## config.mk

```make
export PLATFORM = sky130hd
export DESIGN_NAME = pipeline_hazard_ctrl
export DESIGN_NICKNAME = d
export VERILOG_FILES = /design/src/rtl/pipeline_hazard_ctrl.sv
export SDC_FILE = /design/constraint.sdc
export NUM_CORES = 1
export LEC_CHECK = 0
export CAP_MARGIN = 0
export CORE_MARGIN = 5
export CORE_UTILIZATION = 41
export DETAILED_ROUTE_END_ITERATION = 8
export PLACE_DENSITY = 0.81
export REMOVE_ABC_BUFFERS = 1
export SYNTH_ARGS = -nofsm -noshare
export SYNTH_HDL_FRONTEND = slang
export SYNTH_SLANG_ARGS = --single-unit
```

## constraint.sdc

```tcl
create_clock -name Clk -period 2.9 [get_ports Clk]
set_input_delay 0.58 -clock Clk [delete_from_list [all_inputs] [get_ports Clk]]
set_output_delay 0.58 -clock Clk [all_outputs]
set_load 0.05 [all_outputs]
```

## src/rtl/pipeline_hazard_ctrl.sv

```systemverilog
// Stall/flush controller for the 5-stage in-order core: load-use bubbles, mul/div and
// data-memory waits, branch redirects, saturating perf counters and a memory-timeout flag.
module pipeline_hazard_ctrl #(
  parameter int AddrWidth    = 64,
  parameter int RegAddrWidth = 5,
  parameter int CntWidth     = 32,
  parameter int MemTimeout   = 255
) (
  input  logic                    Clk,
  input  logic                    Rst,
  input  logic [RegAddrWidth-1:0] IdRs1Addr,
  input  logic [RegAddrWidth-1:0] IdRs2Addr,
  input  logic                    IdUsesRs1,
  input  logic                    IdUsesRs2,
  input  logic [RegAddrWidth-1:0] ExRdAddr,
  input  logic                    ExRdWriteEnable,
  input  logic                    ExIsLoad,
  input  logic                    MdStart,
  input  logic                    MdDone,
  input  logic                    MemReq,
  input  logic                    MemAck,
  input  logic                    JumpFlag,
  input  logic [AddrWidth-1:0]    JumpAddr,
  output logic                    PcHold,
  output logic                    IfIdHold,
  output logic                    IdExHold,
  output logic                    ExMemHold,
  output logic                    IfIdFlush,
  output logic                    IdExFlush,
  output logic                    RedirectValid,
  output logic [AddrWidth-1:0]    RedirectAddr,
  output logic [CntWidth-1:0]     StallCnt,
  output logic [CntWidth-1:0]     FlushCnt,
  output logic                    MemErr
);

  typedef enum logic [1:0] {RUN, MD_WAIT, MEM_WAIT} state_t;

  // The timeout fires on the MemTimeout-th MEM_WAIT cycle, i.e. when the count of
  // already-completed wait cycles equals MemTimeout-1.
  localparam logic [7:0] TimeoutLast = 8'(MemTimeout - 1);

  state_t     state;
  state_t     next_state;
  logic [7:0] wait_cnt;
  logic       set_err;
  logic       load_use;

  assign load_use = ExIsLoad && ExRdWriteEnable && (ExRdAddr != '0) &&
                    ((IdUsesRs1 && (IdRs1Addr == ExRdAddr)) ||
                     (IdUsesRs2 && (IdRs2Addr == ExRdAddr)));

  always_comb begin
    PcHold        = 1'b0;
    IfIdHold      = 1'b0;
    IdExHold      = 1'b0;
    ExMemHold     = 1'b0;
    IfIdFlush     = 1'b0;
    IdExFlush     = 1'b0;
    RedirectValid = 1'b0;
    RedirectAddr  = '0;
    set_err       = 1'b0;
    next_state    = state;
    if (Rst) begin
      case (state)
        RUN: begin
          if (MemReq && !MemAck) begin
            {PcHold, IfIdHold, IdExHold, ExMemHold} = 4'b1111;
            next_state = MEM_WAIT;
          end else if (MdStart && !MdDone) begin
            {PcHold, IfIdHold, IdExHold} = 3'b111;
            next_state = MD_WAIT;
          end else if (JumpFlag) begin
            IfIdFlush     = 1'b1;
            IdExFlush     = 1'b1;
            RedirectValid = 1'b1;
            RedirectAddr  = JumpAddr;
          end else if (load_use) begin
            PcHold    = 1'b1;
            IfIdHold  = 1'b1;
            IdExFlush = 1'b1;
          end
        end
        MD_WAIT: begin
          if (MdDone) next_state = RUN;
          else {PcHold, IfIdHold, IdExHold} = 3'b111;
        end
        MEM_WAIT: begin
          // An ack arriving on the timeout cycle still completes cleanly.
          if (MemAck) begin
            next_state = RUN;
          end else if (wait_cnt == TimeoutLast) begin
            set_err    = 1'b1;
            next_state = RUN;
          end else begin
            {PcHold, IfIdHold, IdExHold, ExMemHold} = 4'b1111;
          end
        end
        default: next_state = RUN;
      endcase
    end
  end

  always_ff @(posedge Clk or negedge Rst) begin
    if (!Rst) begin
      state    <= RUN;
      wait_cnt <= '0;
      MemErr   <= 1'b0;
      StallCnt <= '0;
      FlushCnt <= '0;
    end else begin
      state    <= next_state;
      wait_cnt <= ((state == MEM_WAIT) && (next_state == MEM_WAIT)) ? wait_cnt + 8'd1 : 8'd0;
      if (set_err) MemErr <= 1'b1;
      if (PcHold && (StallCnt != '1)) StallCnt <= StallCnt + CntWidth'(1);
      if ((IfIdFlush || IdExFlush) && (FlushCnt != '1)) FlushCnt <= FlushCnt + CntWidth'(1);
    end
  end

endmodule

```

Yosys cells after proc, flatten, opt, wreduce, memory -nomap -nowiden
Index checks and enable logic that the tools add are counted.
{ "word_totals": {"output_inout_bits": 136, "reg_bits": 75} }
{ "classes": {"addsub": 3, "muxes": 43, "eq_ne": 8, "n_reduce_logical": 16} }
{ "op_table": {"columns": ["op", "n"], "rows": [
  ["$mux W64", 5],
  ["$add A32 B1 Y32 const B", 2],
  ["$ne A32 B32 Y1 const B", 2],
  ["$mux W1", 27],
  ["$mux W2", 6],
  ["$eq A5 B5 Y1", 2],
  ["$logic_and A1 B1 Y1", 10],
  ["$add A8 B1 Y8 const B", 1],
  ["$eq A8 B8 Y1 const B", 1],
  ["$mux W8", 1],
  ["$pmux W1 S3", 2],
  ["$pmux W2 S3", 1],
  ["$reduce_bool A5 Y1", 1],
  ["$eq A2 B2 Y1 const B", 2],
  ["$eq A2 B1 Y1 const B", 1],
  ["$logic_not A1 Y1", 2],
  ["$logic_not A2 Y1", 1],
  ["$logic_or A1 B1 Y1", 2],
  ["$pmux W1 S2", 1]
]} }

Longest topological paths before layout
Gate-level depths: netlist of run 1.
{ "logic_depth": {"word_depth": 12, "mapped_depth": 9, "mapped_depth_nobuf": 8} }

Least setup slack after synthesis of run 1
No wires, ideal clock.
{ "synth_timing": {"kind": "input to output", "start": "in MemAck", "end": "out PcHold", "arrival_ns": 2.721, "stages": 7, "required_ns": 2.320, "path_slack_ns": -0.401, "n_path_buf": 2, "cell_sequence": "nand2b_1 -> o22a_1 -> o31ai_2 -> a31oi_1 -> buf_2 -> inv_1 -> buf_4"} }
{ "synth_via": {"elab_chain_len": 5, "elab_cells_between_ends": 6} }
{ "synth_rtl": {"columns": ["element", "line", "rtl"], "rows": [
  ["from (decl)", "21", "input logic MemAck,"],
  ["$logic_not A1 Y1", "67", "if (MemReq && !MemAck) begin"],
  ["$logic_and A1 B1 Y1", "67", null],
  ["$mux W1", null, null],
  ["$pmux W1 S3 (*)", null, null],
  ["$mux W1 (*)", null, null],
  ["to (decl)", "24", "output logic PcHold,"]
]} }
Every way passes the cells marked *; elsewhere a longest branch is shown, timed or not.

Final worst setup path of run 1
{ "layout_timing": {"start": "reg state[1]", "end": "out RedirectAddr[55]"} }
{ "layout_via": {"elab_chain_len": 3} }
{ "layout_rtl": {"columns": ["element", "line", "rtl"], "rows": [
  ["from (decl)", "43", "state_t state;"],
  ["from (signal assigned)", "112", "state <= next_state;"],
  ["$logic_not A2 Y1", "65", "case (state)"],
  ["$mux W64", "65", null],
  ["$mux W64", "64", "if (Rst) begin"],
  ["to (decl)", "31", "output logic [AddrWidth-1:0] RedirectAddr,"]
]} }
No other way between the ends.

==> out/results.tsv, run 1 <==
stage	metric	value	unit
run_status	outcome	finished, final reports clean	
timing	final clock skew	6.315	ps
clocking	htree depth	3	
die	Starting Density	41.63	%
timing	Rel. slew slack	47.86	%
critical_path	CP max FO	33	
synth	sequential fraction of the synthesis area	41.96	%
die	# IOs	226	
global_routing	vias in the first global route	4450	
synth	Cells after Synth	459	
routing	DRC Markers	0	
routing	Antenna Nets Post-Route	0	
die	Core Area	0.01075	mm^2
timing	final setup vio count	0	
synth	Compound-Gate Fraction of Synth Area	2.294	%
clocking	total CTS buffers	9	
routing	vias per cell	5.159	
die	Horiz. Die Dim	114.5	um
clocking	CTS tree	done	
place	placed cells	822	
finish	most common cell after layout, fill and taps aside	clkdlybuf4s50_1	
die	row count	38	
place	Post-DP HPWL	12870	um
synth	Synth cell types	50	
clocking	insertion delay to the later sink of the worst-skew pair	340	ps
place	Area after DPL	0.007642	mm^2
clocking	clk slew on worst S/H paths	80	ps
finish	share of cells above drive strength 1	20.83	%
timing	RSZ-0062 raised after global routing	true	
critical_path	crit path max-delay cell type	dfrtp_2	
global_routing	overall routing resource usage	24.36	%
pwr	Peak VDD IR	0.3236	mV
die	die height	114.5	um
critical_path	critical path required time	2320	ps
pwr	PwrDens	430.2	mW/mm^2
clocking	CTS sink count	75	
timing	fin. max-slew vios	0	
timing	part of the cycle the worst path needs	97.34	%
run	maxcap violations	0	
critical_path	reg2reg setup slack	530	ps
synth	YS warnings	0	
synth	main combinational cell family by area after synthesis	simple AND/OR/NAND/NOR gates	
synth	simple-gate share of the synthesized area	35.47	%
timing	achievable frequency	354.3	MHz
synth	post-synthesis adder-cell area fraction	1.119	%
routing	routed via count	4344	
finish	Area Growth Syn to Fin	77.73	%
worst_hold_path	Worst Hold Class	input port to async pin	
synth	FF+latch count, synth	75	
global_routing	first-pass GRT wire length	24980	um
clocking	post-cts hold buffer count	0	
critical_path	CP Cell Sequence	or3b_4 > nor4_4 > buf_4 > buf_12 > and2_1 > buf_12	
place	GPL Wtd Cong	0.8494	
finish	final net count	791	
critical_path	slowest stage delay, CP	450	ps
critical_path	cell mode on critical path	buf_12	
critical_path	Buffers & Inverters on Critical Path	3	
synth	Synth Area per Inst	9.745	um^2
finish	FF+latch area	0.001878	mm^2
clocking	Clock Tree Buf Depth	2	
synth	Post-synth EDFFs	0	
timing	worst slew pin tran	771.3	ps
place	Port Buffers	225	
timing	Hold Vio Cnt, Final	0	
pwr	power consumption	3.420	mW
finish	Finished Layout Cells	842	
finish	most frequent cells in the layout	150 x clkdlybuf4s50_1, 74 x dfrtp_1, 71 x buf_12	
critical_path	Crit Path Category	flop to output pin	
synth	area of the mapped netlist	0.004473	mm^2
timing	min cycle time layout	2823	ps
critical_path	crit path DAT	2240	ps
synth	top_reg_cell synth	dfrtp_1	
critical_path	Critical Path Start Type	flop	
clocking	Root Buffer	clkbuf_8	
synth	XOR/XNOR share of the synthesized area	15.27	%
synth	mux cell area share after synthesis	0.5035	%
die	Die ar.	0.01310	mm^2
finish	multi-input logic area	0.002491	mm^2
routing	WL/cell	19.34	um
critical_path	crit end category	output pin	
routing	total routed wirelength	16280	um
global_routing	largest net degree at the start of global routing	67	
critical_path	Crit path max-delay family	simple AND/OR/NAND/NOR gates	
finish	fin area	0.007950	mm^2
global_routing	initial antenna violation count	1	
routing	iteration-0 DRC count of the detailed router	237	
synth	Synth async-reset ratio	100.0	%
global_routing	gr ovfl total	0	
finish	FILL cells	734	
pwr	Lkg Pwr	3.464	nW
routing	DRT Pass-1 Iters	4	
-- worst reg2reg max path, cell delays in order (launching register included) --
cell and delay, ps:
dfrtp_2 450, or3b_4 440, nor2_1 190, a31oi_4 130, buf_4 160, buf_4 200, buf_4 200, nor4_1 350
xor2_1 180
-- final timing paths --
check                      startpoint               end  cells past startpoint
min                               Rst          state[0]                      2
min reg2reg                    MemErr            MemErr                      1
max in group asynchronous         Rst      FlushCnt[26]                      3
max reg2reg                  state[1]      StallCnt[31]                      8
min in group Clk               MemErr            MemErr                      1
max                          state[1]  RedirectAddr[55]                      6
-- sequential cells by signal (all words and copies together), names as in the netlist --
name,flops
FlushCnt,32
wait_cnt,8
state,2
MemErr,1
StallCnt,32
-- synth_stat cells, types with 3 or more instances --
library cell  count  area share (%)
nor4_1           11             1.5
nand2_2           3            0.42
and2_1           66             9.2
clkbuf_1          7            0.59
ha_1              4             1.1
inv_1            12             1.0
nor3_2           10             2.2
nand2_1          27             2.3
buf_2             7            0.78
o21ai_0           3            0.34
nand4_1          21             2.9
dfrtp_1          75              42
xnor2_1          21             4.1
and4_1            5            0.98
or3_1             3            0.42
xor2_1           57              11
nor4_4            4             1.9
nand3_1          26             2.9
nor3_1           23             2.6
and3_1            6            0.84
nor4b_2           4             1.3
nor2_1           30             2.5
-- power by group --
group | internal (mW) | switching, mW | leakage [nW] | total [mW]
Clock | 0.500 | 0.382 | 0.108 | 0.883
Combinational | 0.532 | 0.730 | 2.38 | 1.26
Sequential | 1.14 | 0.136 | 0.975 | 1.28
-- layer usage --
metal	wire (um)	up-vias	share of wire (%)	track usage (%)
met1	6209	2111	38	28.79
met3	1134	26	7.0	5.973
met4	499	0	3.1	10.45
li1	-	2047	-	-
met2	8440	160	52	41.95
met5	0	-	0	0
-- layout make-up --
type	count	area share, %
Clock inverter	5	0.9758
Inverter	12	0.5666
Tap cell	140	2.203
Antenna cell	1	0.03148
Multi-Input combinational cell	353	31.33
Timing Repair Buffer	246	39.53
Sequential cell	75	23.62
Clock buffer	10	1.731
-- cells by family (layout without fill, tap and decap cells) --
kind of cell,count (synthesis),after routing
AO/OA/AOI/OAI,14,14
flip-flops,75,75
XOR/XNOR,78,78
buffers and inverters,31,273
adder cells (fa/ha/maj),4,4
AND/OR/NAND/NOR,255,255
other,0,1
multiplexers,2,2
-- what timing repair did --
action,in CTS,in global routing
buffers inserted,1,1
pin swaps,1,2
gates cloned,0,2
endpoints found under the setup margin,2,67
resized for setup,3,9
-- through the flow --
step | TNS, ps | setup WS [ps] | util [%] | hold slack, ps
floorplan | -351460 | -5185 | - | 284.4
global placement | -675.9 | -76.86 | 71.12 | 457.3
detailed placement | -1284 | -125.3 | 71.12 | 475.1
CTS | 0 | 18.20 | 73.31 | 135.9
global route | -543.6 | -33.72 | 73.99 | 139.4
finish | 0 | 77.27 | 73.99 | 153.4
(Power assumes the default switching activity.)
==> inputs of run 2 (changes only) <==
CTS_CLUSTER_DIAMETER = 60   (was unset)
==> results of run 2 <==
No change in the layout: final DEF, timing and power equal those of run 1.
==> inputs of run 3 (changes only) <==
CORE_ASPECT_RATIO = 1.75   (was unset)
SLEW_MARGIN = 10   (was unset)
==> run 3 against run 2 <==
- sequential share of layout area decreased by 0.26 points
- register-to-register slack got worse by 30 ps
- clock-buffer cell count increased by 1
- first-iteration DRC count decreased by 21%
- critical path depth increased by 1
- setup slack got worse by 5.3 ps
- largest cell class unchanged
- highest routed layer is now met5
==> out/results.tsv, run 3 (same netlist as run 1, synthesis figures left out) <==
stage	metric	value	unit
die	die height	148.2	um
critical_path	crit path max-delay cell type	o311a_1	
finish	most frequent cells in the layout	149 x clkdlybuf4s50_1, 74 x dfrtp_1, 70 x buf_12	
clocking	post-cts hold buffer count	0	
routing	Antenna Nets Post-Route	0	
die	row count	50	
place	Area after DPL	0.007655	mm^2
critical_path	CP max FO	3	
critical_path	Crit Path Category	input port to output pin	
finish	ant diodes	0	
global_routing	gr ovfl total	0	
routing	iteration-0 DRC count of the detailed router	188	
critical_path	reg2reg setup slack	500	ps
global_routing	initial antenna violation count	1	
timing	min cycle time layout	2828	ps
finish	most common cell after layout, fill and taps aside	clkdlybuf4s50_1	
clocking	clk slew on worst S/H paths	60	ps
place	Post-DP HPWL	14570	um
timing	Hold Vio Cnt, Final	0	
timing	final clock skew	6.517	ps
global_routing	vias in the first global route	4684	
timing	fin. max-slew vios	0	
finish	Area Growth Syn to Fin	79.69	%
timing	final setup vio count	0	
run_status	outcome	finished, final reports clean	
finish	Finished Layout Cells	835	
critical_path	crit path DAT	2250	ps
timing	worst slew pin tran	851.7	ps
critical_path	crit end category	output pin	
critical_path	Buffers & Inverters on Critical Path	3	
routing	DRT Pass-1 Iters	4	
die	# IOs	226	
critical_path	critical path required time	2320	ps
critical_path	CP Cell Sequence	dlygate4sd2_1 > or3_1 > o311a_1 > o21a_2 > nand2_2 > inv_1 > buf_12	
routing	WL/cell	22.14	um
clocking	CTS sink count	75	
finish	FILL cells	746	
critical_path	worst reg2reg path depth	8	
critical_path	Crit path max-delay family	compound AO/OA/AOI/OAI gates	
routing	vias per cell	5.359	
routing	DRC Markers	0	
clocking	insertion delay to the later sink of the worst-skew pair	340	ps
clocking	CTS tree	done	
timing	achievable frequency	353.6	MHz
global_routing	first-pass GRT wire length	27500	um
clocking	Clock Tree Buf Depth	2	
finish	share of cells above drive strength 1	21.13	%
clocking	Root Buffer	clkbuf_16	
routing	routed via count	4475	
place	Port Buffers	225	
die	Core Area	0.01070	mm^2
pwr	Lkg Pwr	3.509	nW
critical_path	Critical Path Start Type	input port	
critical_path	worst r2r dst	StallCnt[21]	
finish	final net count	794	
place	GPL Wtd Cong	0.9751	
finish	top flop regs	FlushCnt (32), StallCnt (32), wait_cnt (8)	
pwr	PwrDens	472.6	mW/mm^2
finish	fin area	0.008038	mm^2
place	pre-CTS setup slack	-107.2	ps
timing	Rel. slew slack	42.42	%
die	Starting Density	41.81	%
timing	setup TNS	0	ps
critical_path	R2R Path Start	StallCnt[0]	
run	maxcap violations	0	
die	Horiz. Die Dim	88.96	um
place	placed cells	817	
timing	fin worst setup slack	71.97	ps
worst_hold_path	Worst Hold Class	input port to async pin	
routing	total routed wirelength	18490	um
global_routing	largest net degree at the start of global routing	65	
global_routing	overall routing resource usage	28.10	%
timing	RSZ-0062 raised after global routing	false	
clocking	htree depth	3	
pwr	Peak VDD IR	0.3972	mV
clocking	total CTS buffers	9	
die	Die ar.	0.01318	mm^2
critical_path	slowest stage delay, CP	410	ps
timing	part of the cycle the worst path needs	97.52	%
timing	hold slack final	189.2	ps
## run 3: cell type report
class	instances	area [um^2]	area share, %
clock buffer	11	242.7	3.020
clock inverter	5	85.08	1.059
inverter	12	45.04	0.5604
multi-input combinational	353	2480	30.85
sequential	75	1878	23.37
tap	130	162.7	2.024
timing repair buffer	249	3144	39.12
## run 3: timing repair
action	CTS	global route
cloned	0	1
pin swaps	4	1
gates resized for setup	5	4
buffers inserted	0	1
setup endpoints to repair	12	55
## run 3: how the worst max path moves through the flow
stage                start          endpoint  slack [ps]  cells past startpoint
2_1_floorplan          Rst   RedirectAddr[0]       -5180                      3
5_1_grt           state[1]  RedirectAddr[38]         0.2                      6
4_1_cts        ExRdAddr[4]          IfIdHold          40                      7
6_report       ExRdAddr[2]         IdExFlush          70                      7
3_5_place_dp   ExRdAddr[1]      StallCnt[19]        -110                      8
3_3_place_gp   ExRdAddr[1]      StallCnt[19]         -60                      8
## run 3: per-layer routing
metal  routed length, um  global-route usage [%]  up-vias
met2                8916                   45.46      249
li1                    -                       -     2053
met1                6249                   30.88     2144
met5                  13                       0        -
met4                 438                   8.644        2
met3                2868                   16.13       27
## run 3: where the power goes
group	leakage, nW	internal (mW)	switching, mW
Clock	0.156	0.782	0.449
Combinational	2.38	0.529	0.755
Sequential	0.975	1.14	0.142
## run 3: per-stage QoR
stage | utilization (%) | total power [mW]
3_3_place_gp | 71.56 | 2.538
6_report | 75.13 | 3.798
2_1_floorplan | - | 1.934
4_1_cts | 74.75 | 3.812
5_1_grt | 75.13 | 3.928
3_5_place_dp | 71.56 | 2.569
